**config.mk**
```make
export PLATFORM = sky130hd
export DESIGN_NAME = tank_cycle_controller
export DESIGN_NICKNAME = d
export VERILOG_FILES = /design/src/rtl/tank_cycle_controller.sv
export SDC_FILE = /design/constraint.sdc
export NUM_CORES = 1
export LEC_CHECK = 0
export ABC_AREA = 1
export CAP_MARGIN = 20
export CORE_MARGIN = 4
export CORE_UTILIZATION = 50
export DETAILED_ROUTE_END_ITERATION = 8
export PLACE_DENSITY = 0.69
export SYNTH_ARGS = -nofsm -noshare
export SYNTH_HDL_FRONTEND = slang
export SYNTH_SLANG_ARGS = --single-unit
```
**constraint.sdc**
```tcl
create_clock -name clk -period 1.9 [get_ports clk]
set_input_delay 0.19 -clock clk [delete_from_list [all_inputs] [get_ports clk]]
set_output_delay 0.19 -clock clk [all_outputs]
set_load 0.05 [all_outputs]
```
**src/rtl/tank_cycle_controller.sv**
```systemverilog
// Fill/hold/drain tank sequencer with a 2-digit BCD countdown per phase.
// Asynchronous inputs are double-flopped; outputs are registered and change only on clk.
module tank_cycle_controller #(
  parameter int TICK_DIV   = 50000000,
  parameter int CNT_W      = 26,
  parameter int FILL_TIME  = 30,
  parameter int HOLD_TIME  = 15,
  parameter int DRAIN_TIME = 20
) (
  input  logic       clk,
  input  logic       rst_n,
  input  logic       start,
  input  logic       stop,
  input  logic       level_full,
  input  logic       level_empty,
  output logic [1:0] state,
  output logic [3:0] Ds,
  output logic [3:0] Us,
  output logic       busy,
  output logic       done
);

  typedef enum logic [1:0] {
    S_IDLE  = 2'b00,
    S_FILL  = 2'b01,
    S_HOLD  = 2'b10,
    S_DRAIN = 2'b11
  } state_t;

  localparam logic [3:0]       FILL_D    = 4'(FILL_TIME / 10);
  localparam logic [3:0]       FILL_U    = 4'(FILL_TIME % 10);
  localparam logic [3:0]       HOLD_D    = 4'(HOLD_TIME / 10);
  localparam logic [3:0]       HOLD_U    = 4'(HOLD_TIME % 10);
  localparam logic [3:0]       DRAIN_D   = 4'(DRAIN_TIME / 10);
  localparam logic [3:0]       DRAIN_U   = 4'(DRAIN_TIME % 10);
  localparam logic [CNT_W-1:0] TICK_LAST = CNT_W'(TICK_DIV - 1);

  logic r_start_s1, r_start_s2, r_start_s3;
  logic r_stop_s1, r_stop_s2;
  logic r_full_s1, r_full_s2;
  logic r_empty_s1, r_empty_s2;

  state_t           r_state, w_state_next;
  logic [3:0]       r_ds, w_ds_next;
  logic [3:0]       r_us, w_us_next;
  logic             r_done, w_done_next;
  logic [CNT_W-1:0] r_presc, w_presc_next;

  logic       w_start_evt;
  logic       w_tick;
  logic       w_expire;
  logic [3:0] w_dec_ds;
  logic [3:0] w_dec_us;

  // The whole start chain resets high so a start held through reset release
  // looks like an already-seen level rather than a fresh rising edge.
  always_ff @(posedge clk or negedge rst_n) begin
    if (!rst_n) begin
      r_start_s1 <= 1'b1;
      r_start_s2 <= 1'b1;
      r_start_s3 <= 1'b1;
      r_stop_s1  <= 1'b0;
      r_stop_s2  <= 1'b0;
      r_full_s1  <= 1'b0;
      r_full_s2  <= 1'b0;
      r_empty_s1 <= 1'b0;
      r_empty_s2 <= 1'b0;
    end else begin
      r_start_s1 <= start;
      r_start_s2 <= r_start_s1;
      r_start_s3 <= r_start_s2;
      r_stop_s1  <= stop;
      r_stop_s2  <= r_stop_s1;
      r_full_s1  <= level_full;
      r_full_s2  <= r_full_s1;
      r_empty_s1 <= level_empty;
      r_empty_s2 <= r_empty_s1;
    end
  end

  assign w_start_evt = r_start_s2 & ~r_start_s3;
  assign w_tick      = (r_state != S_IDLE) && (r_presc == TICK_LAST);
  assign w_expire    = w_tick && (r_ds == 4'd0) && (r_us == 4'd1);
  assign w_dec_us    = (r_us != 4'd0) ? r_us - 4'd1 : 4'd9;
  assign w_dec_ds    = (r_us != 4'd0) ? r_ds : r_ds - 4'd1;

  always_comb begin
    w_state_next = r_state;
    w_ds_next    = r_ds;
    w_us_next    = r_us;
    w_done_next  = 1'b0;
    case (r_state)
      S_IDLE: begin
        if (w_start_evt) begin
          w_state_next = S_FILL;
          w_ds_next    = FILL_D;
          w_us_next    = FILL_U;
        end
      end
      S_FILL: begin
        if (r_stop_s2) begin
          w_state_next = S_DRAIN;
          w_ds_next    = DRAIN_D;
          w_us_next    = DRAIN_U;
        end else if (r_full_s2 || w_expire) begin
          w_state_next = S_HOLD;
          w_ds_next    = HOLD_D;
          w_us_next    = HOLD_U;
        end else if (w_tick) begin
          w_ds_next    = w_dec_ds;
          w_us_next    = w_dec_us;
        end
      end
      S_HOLD: begin
        if (r_stop_s2 || w_expire) begin
          w_state_next = S_DRAIN;
          w_ds_next    = DRAIN_D;
          w_us_next    = DRAIN_U;
        end else if (w_tick) begin
          w_ds_next    = w_dec_ds;
          w_us_next    = w_dec_us;
        end
      end
      S_DRAIN: begin
        // stop is deliberately not looked at: a drain always runs to completion.
        if (r_empty_s2 || w_expire) begin
          w_state_next = S_IDLE;
          w_ds_next    = 4'd0;
          w_us_next    = 4'd0;
          w_done_next  = 1'b1;
        end else if (w_tick) begin
          w_ds_next    = w_dec_ds;
          w_us_next    = w_dec_us;
        end
      end
      default: begin
        w_state_next = S_IDLE;
        w_ds_next    = 4'd0;
        w_us_next    = 4'd0;
      end
    endcase
  end

  always_comb begin
    w_presc_next = r_presc + CNT_W'(1);
    if ((w_state_next != r_state) || (r_state == S_IDLE) || w_tick) begin
      w_presc_next = '0;
    end
  end

  always_ff @(posedge clk or negedge rst_n) begin
    if (!rst_n) begin
      r_state <= S_IDLE;
      r_ds    <= 4'd0;
      r_us    <= 4'd0;
      r_done  <= 1'b0;
      r_presc <= '0;
    end else begin
      r_state <= w_state_next;
      r_ds    <= w_ds_next;
      r_us    <= w_us_next;
      r_done  <= w_done_next;
      r_presc <= w_presc_next;
    end
  end

  assign state = r_state;
  assign Ds    = r_ds;
  assign Us    = r_us;
  assign busy  = (r_state != S_IDLE);
  assign done  = r_done;

endmodule
```
# Word-level counts from Yosys, hierarchy flattened
# Index checks and enable logic that the tools add are counted.
# totals
reg_bits,46
inputBits,6
word_cells,63
# classes
add_sub_neg,3
n_eq_ne,7
n_mux,25
bitwise_logic,2
n_reduce_logical,12
# ops
op,n
4-bit 2-to-1 mux,14
4-bit one-hot mux with 4 select lines,2
26-bit by 1-bit adder with 26-bit output (second input constant),1
26-bit equality test (second input constant),1
26-bit 2-to-1 mux,1
2-bit 2-to-1 mux,5
2-bit one-hot mux with 4 select lines,1
4-bit by 1-bit subtractor with 4-bit output (second input constant),2
1-bit logical OR,5
2-bit equality test (second input constant),2
4-bit by 1-bit equality test with 1-bit output (second input constant),1
4-bit zero test,1
4-bit nonzero test,1
1-bit logical AND,3
2-bit by 1-bit equality test with 1-bit output (second input constant),1
2-bit zero test,1
1-bit 2-to-1 mux,2
2-bit != test,1
2-bit != test (second input constant),1
2-bit nonzero test,1
1-bit AND,1
1-bit NOT,1

# Longest topological paths before layout
# depth
depth_word,12
mapped_depth,13

# Least setup slack after synthesis
# No wires, ideal clock.
# synth_path
path_type,reg-to-reg
from,reg r_ds[0] (netlist: Ds[0])
to,reg r_presc[10]
setup_ns,0.072
t_arrival_ns,1.869
required_ns,1.828
path_slack_ns,-0.041
path_stages_with_launch,12
path_buffers,1
synth_period_minus_slack_ns,1.941
cell_sequence,dfrtp_1 > inv_1 > ha_1 > nand4_1 > nor2_1 > nand3_2 > nand2_1 > o21a_1 > nand2_2 > nand2_4 > buf_6 > nor2_1
# synth_between
elab_chain_cells,11
# synth_rtl
element,line,source
from (decl),44,"logic [3:0] r_ds, w_ds_next;"
from (signal assigned),160,r_ds <= w_ds_next;
4-bit zero test *,83,assign w_expire = w_tick && (r_ds == 4'd0) && (r_us == 4'd1);
1-bit logical AND * (2 in a row),83,
1-bit logical OR,105,end else if (r_full_s2 || w_expire) begin
2-bit 2-to-1 mux,105,
2-bit 2-to-1 mux,101,if (r_stop_s2) begin
2-bit one-hot mux with 4 select lines *,92,case (r_state)
2-bit != test *,146,if ((w_state_next != r_state) || (r_state == S_IDLE) || w_tick) begin
1-bit logical OR * (2 in a row),146,
26-bit 2-to-1 mux *,146,
net w_presc_next[10],47,"logic [CNT_W-1:0] r_presc, w_presc_next;"
to (signal assigned),163,r_presc <= w_presc_next;
to (decl),47,
# Mark *: on every way through the listed nets, which the timed path passes. The rest lies on a longest branch.
# A chain may end at the register's enable or synchronous reset.

# Worst setup path after layout
# layout_path
from,reg r_us[3] (netlist: Us[3])
to,out Us[3]
# layout_lines
element,line,source
from (decl),45,"logic [3:0] r_us, w_us_next;"
from (signal assigned),161,r_us <= w_us_next;
to (decl),18,"output logic [3:0] Us,"
# No word-level cell between the ends.

==> summary.txt <==
Clock sink total -> 46
Antenna violations before repair -> 0
CP cell instances -> buf_4 > clkdlybuf4s50_1
Synth area leaders -> dfrtp_1, nand2_1, nor2_1, xor2_1, inv_1
Vias per cell -> 5.00
Final Max Slew Viols -> 0
RSZ-0062 raised after global routing -> true
Post-DP HPWL -> 3.96 mm
Internal power -> 1.89 mW
Layout Area Growth over Synthesis -> 22.8%
Clock power share -> 0.235
Min Clock Period, post-route -> 1780 ps
Crit-path max cell delay -> 800 ps
H-tree depth -> 2
Cell depth of the worst hold path -> 1
Cells after synthesis -> 337
Die Y -> 80.0 um
Clk pin slew, worst setup/hold paths -> 90 ps
Yosys top cell by area -> dfrtp_1
Die X -> 80.0 um
Seq/Total Area, Yosys -> 0.446
Share of cells above drive strength 1 -> 0.157
Worst R2R End -> r_presc[20]$_DFF_PN0_
FF-to-FF path depth -> 11
Top_reg_cell synth -> dfrtp_1
Placed cell areas -> 2950 um^2
Worst skew pair latency -> 290 ps
Antenna Nets Post-Route -> 0
Final setup viols -> 0
Leak -> 1.44 nW
CTS tree -> built
Top cell type's share of synthesized area -> 0.415
Setup CP Type -> reg2out
Hold WC Path Type -> in2reg
Largest net degree at the start of global routing -> 47
Logic pwr share -> 0.398
Synth top cells by count -> nand2_1, nor2_1, inv_1
Routability congestion estimate from global placement -> 0.882
Ys Warns -> 0
TritonCTS buffer count -> 5
Final WL -> 5.40 mm
Peak VDD IR -> 0.716 mV
Fin area -> 3180 um^2
Top Ports -> 18
Clock Path Buffers -> 2
CTS root buf -> clkbuf_8
Critical path required time -> 1710 ps
Reg2Reg Launch Point -> r_presc[0]$_DFF_PN0_
Total track usage -> 0.184
Post-Syn Nets -> 348
Grt ovf -> 0
Hold violation count in the final report -> 0
R2R Setup Slk -> 120 ps
Setup TNS Final -> 0 ps
Routed vias -> 2238
Maxcap violations -> 0
Worst Hold Launch -> start
Endpoint, Worst Hold -> r_start_s1$_DFF_PN1_
Drt first pass iters -> 4
Slew @ Worst Pin -> 560 ps
Core area -> 4880 um^2
Clock skew -> 5.26 ps
Total power -> 3.13 mW
Worst setup EP type -> output pin
DR WL/cell -> 12.1 um
Nets -> 391
Register share of total power -> 0.367
CP max-delay cell -> clkdlybuf4s50_1
Power Density -> 983 nW/um^2
I/O Buffers -> 17
Post-synth EDFFs -> 0
First-pass GRT wire length -> 9.39 mm
Post-synth ARST share -> 1.00
Switching power -> 1.24 mW
Final core utilization -> 0.652
Worst path arrival time -> 1590 ps
Startpoint types -> register
Final period utilization -> 0.938
Antenna Cells -> 0
Vias in the first global route -> 2133
Max Freq -> 561 MHz
Yosys reg bits -> 46
Initial core utilization -> 0.531
Post-route DRC violation count -> 0
Die ar. -> 6400 um^2
Cell variety after synth -> 25
Most frequent cell after synthesis -> nand2_1
Non-filler cells, final -> 448
Initial drt markers -> 132
Area of the mapped netlist -> 2590 um^2
Placed Cells -> 437
Site Rows -> 25
Status -> finished, final reports clean
Switching Share -> 0.395
Worst rel slew slack -> 0.627
Highest net fanout along the worst path -> 4
Mean Syn Cell Area -> 7.69 um^2
-- through the flow --
| step | hold slack, ps | worst slack, ps |
|---|---|---|
| after floorplan | -106 | 16.7 |
| final | 296 | 119 |
| after CTS | 281 | 4.33 |
| after detailed placement | 311 | -5.11 |
| after global routing | 284 | -17.4 |
| after global placement | 309 | 80.0 |
-- power groups by stage --
stage | Combinational, mW | Clock [mW] | Sequential, mW
after floorplan | 0.614 | 0 | 1.33
after global placement | 1.11 | 0 | 1.15
after detailed placement | 1.12 | 0 | 1.16
after global routing | 1.38 | 0.804 | 1.16
after CTS | 1.15 | 0.759 | 1.14
final | 1.25 | 0.733 | 1.15
-- metal layers --
| layer | global-route usage | vias up | share of wire |
|---|---|---|---|
| met2 | 0.281 | 47 | 0.46 |
| li1 | - | 1144 | - |
| met3 | 0.0339 | 6 | 0.041 |
| met1 | 0.267 | 1041 | 0.49 |
| met5 | 0 | - | 0 |
| met4 | 0.0473 | 0 | 0.0089 |
-- placed cells by master, fill, tap and decap left out, types with 3 or more instances in the layout --
master and instances:
a21oi_1 6, buf_4 21, clkbuf_8 5, clkdlybuf4s50_1 15, dfrtp_1 41, dfstp_2 3, ha_1 4, inv_1 47
nand2_1 66, nand2_2 4, nand3_1 24, nand4_1 7, nor2_1 59, nor2_2 7, nor2_4 3, nor3_1 9
o21ai_0 5, o22ai_1 3, xor2_1 24
-- state kept, by name (all words and copies together) (netlist names), 2 cells and up --
register / flops
r_presc: 26
Ds: 4
Us: 4
state: 2
-- cell families after synthesis --
| kind of cell | synth area share |
|---|---|
| DFF | 0.446 |
| and+or+nand+nor | 0.317 |
| xor gates and xnor gates | 0.0879 |
| adders and majority gates | 0.0242 |
| AOI/OAI and AO/OA | 0.0430 |
| buffers and inverters | 0.0816 |
-- final cells by class --
class	instances	area, um^2
fillers	454	1700
multi-input cells	240	1320
flip-flops and latches	46	1160
repair buffers	38	323
inverters	49	184
well taps	67	83.8
clock buffers	5	68.8
clock inverters	3	43.8
-- critical path, delay by kind of cell (launching register included) --
| kind | cells | cell delay (ps) |
|---|---|---|
| buffers and inverters | 2 | 930 |
| DFF | 1 | 370 |
-- what timing repair did --
action | 4_1_cts | 5_1_grt
setup endpoints to repair | 7 | 35
endpoints found under the hold margin | 41 | 0
cloned | 0 | 1
gates resized for setup | 1 | 22
setup buffers | 0 | 1
hold buffers | 1 | 0
-- worst max path at each step --
stage,from,end,slack (ps)
2_1_floorplan,Us[1]$_DFFE_PN0P_,r_presc[10]$_DFF_PN0_,20
3_3_place_gp,r_presc[1]$_DFF_PN0_,r_presc[20]$_DFF_PN0_,80
3_5_place_dp,r_presc[1]$_DFF_PN0_,r_presc[20]$_DFF_PN0_,-5
4_1_cts,r_presc[1]$_DFF_PN0_,Ds[3]$_DFFE_PN0P_,4
5_1_grt,r_presc[0]$_DFF_PN0_,Ds[3]$_DFFE_PN0P_,-20
6_report,Us[3]$_DFFE_PN0P_,Us[3],120
Note: power is estimated with default switching activity, not from simulation.
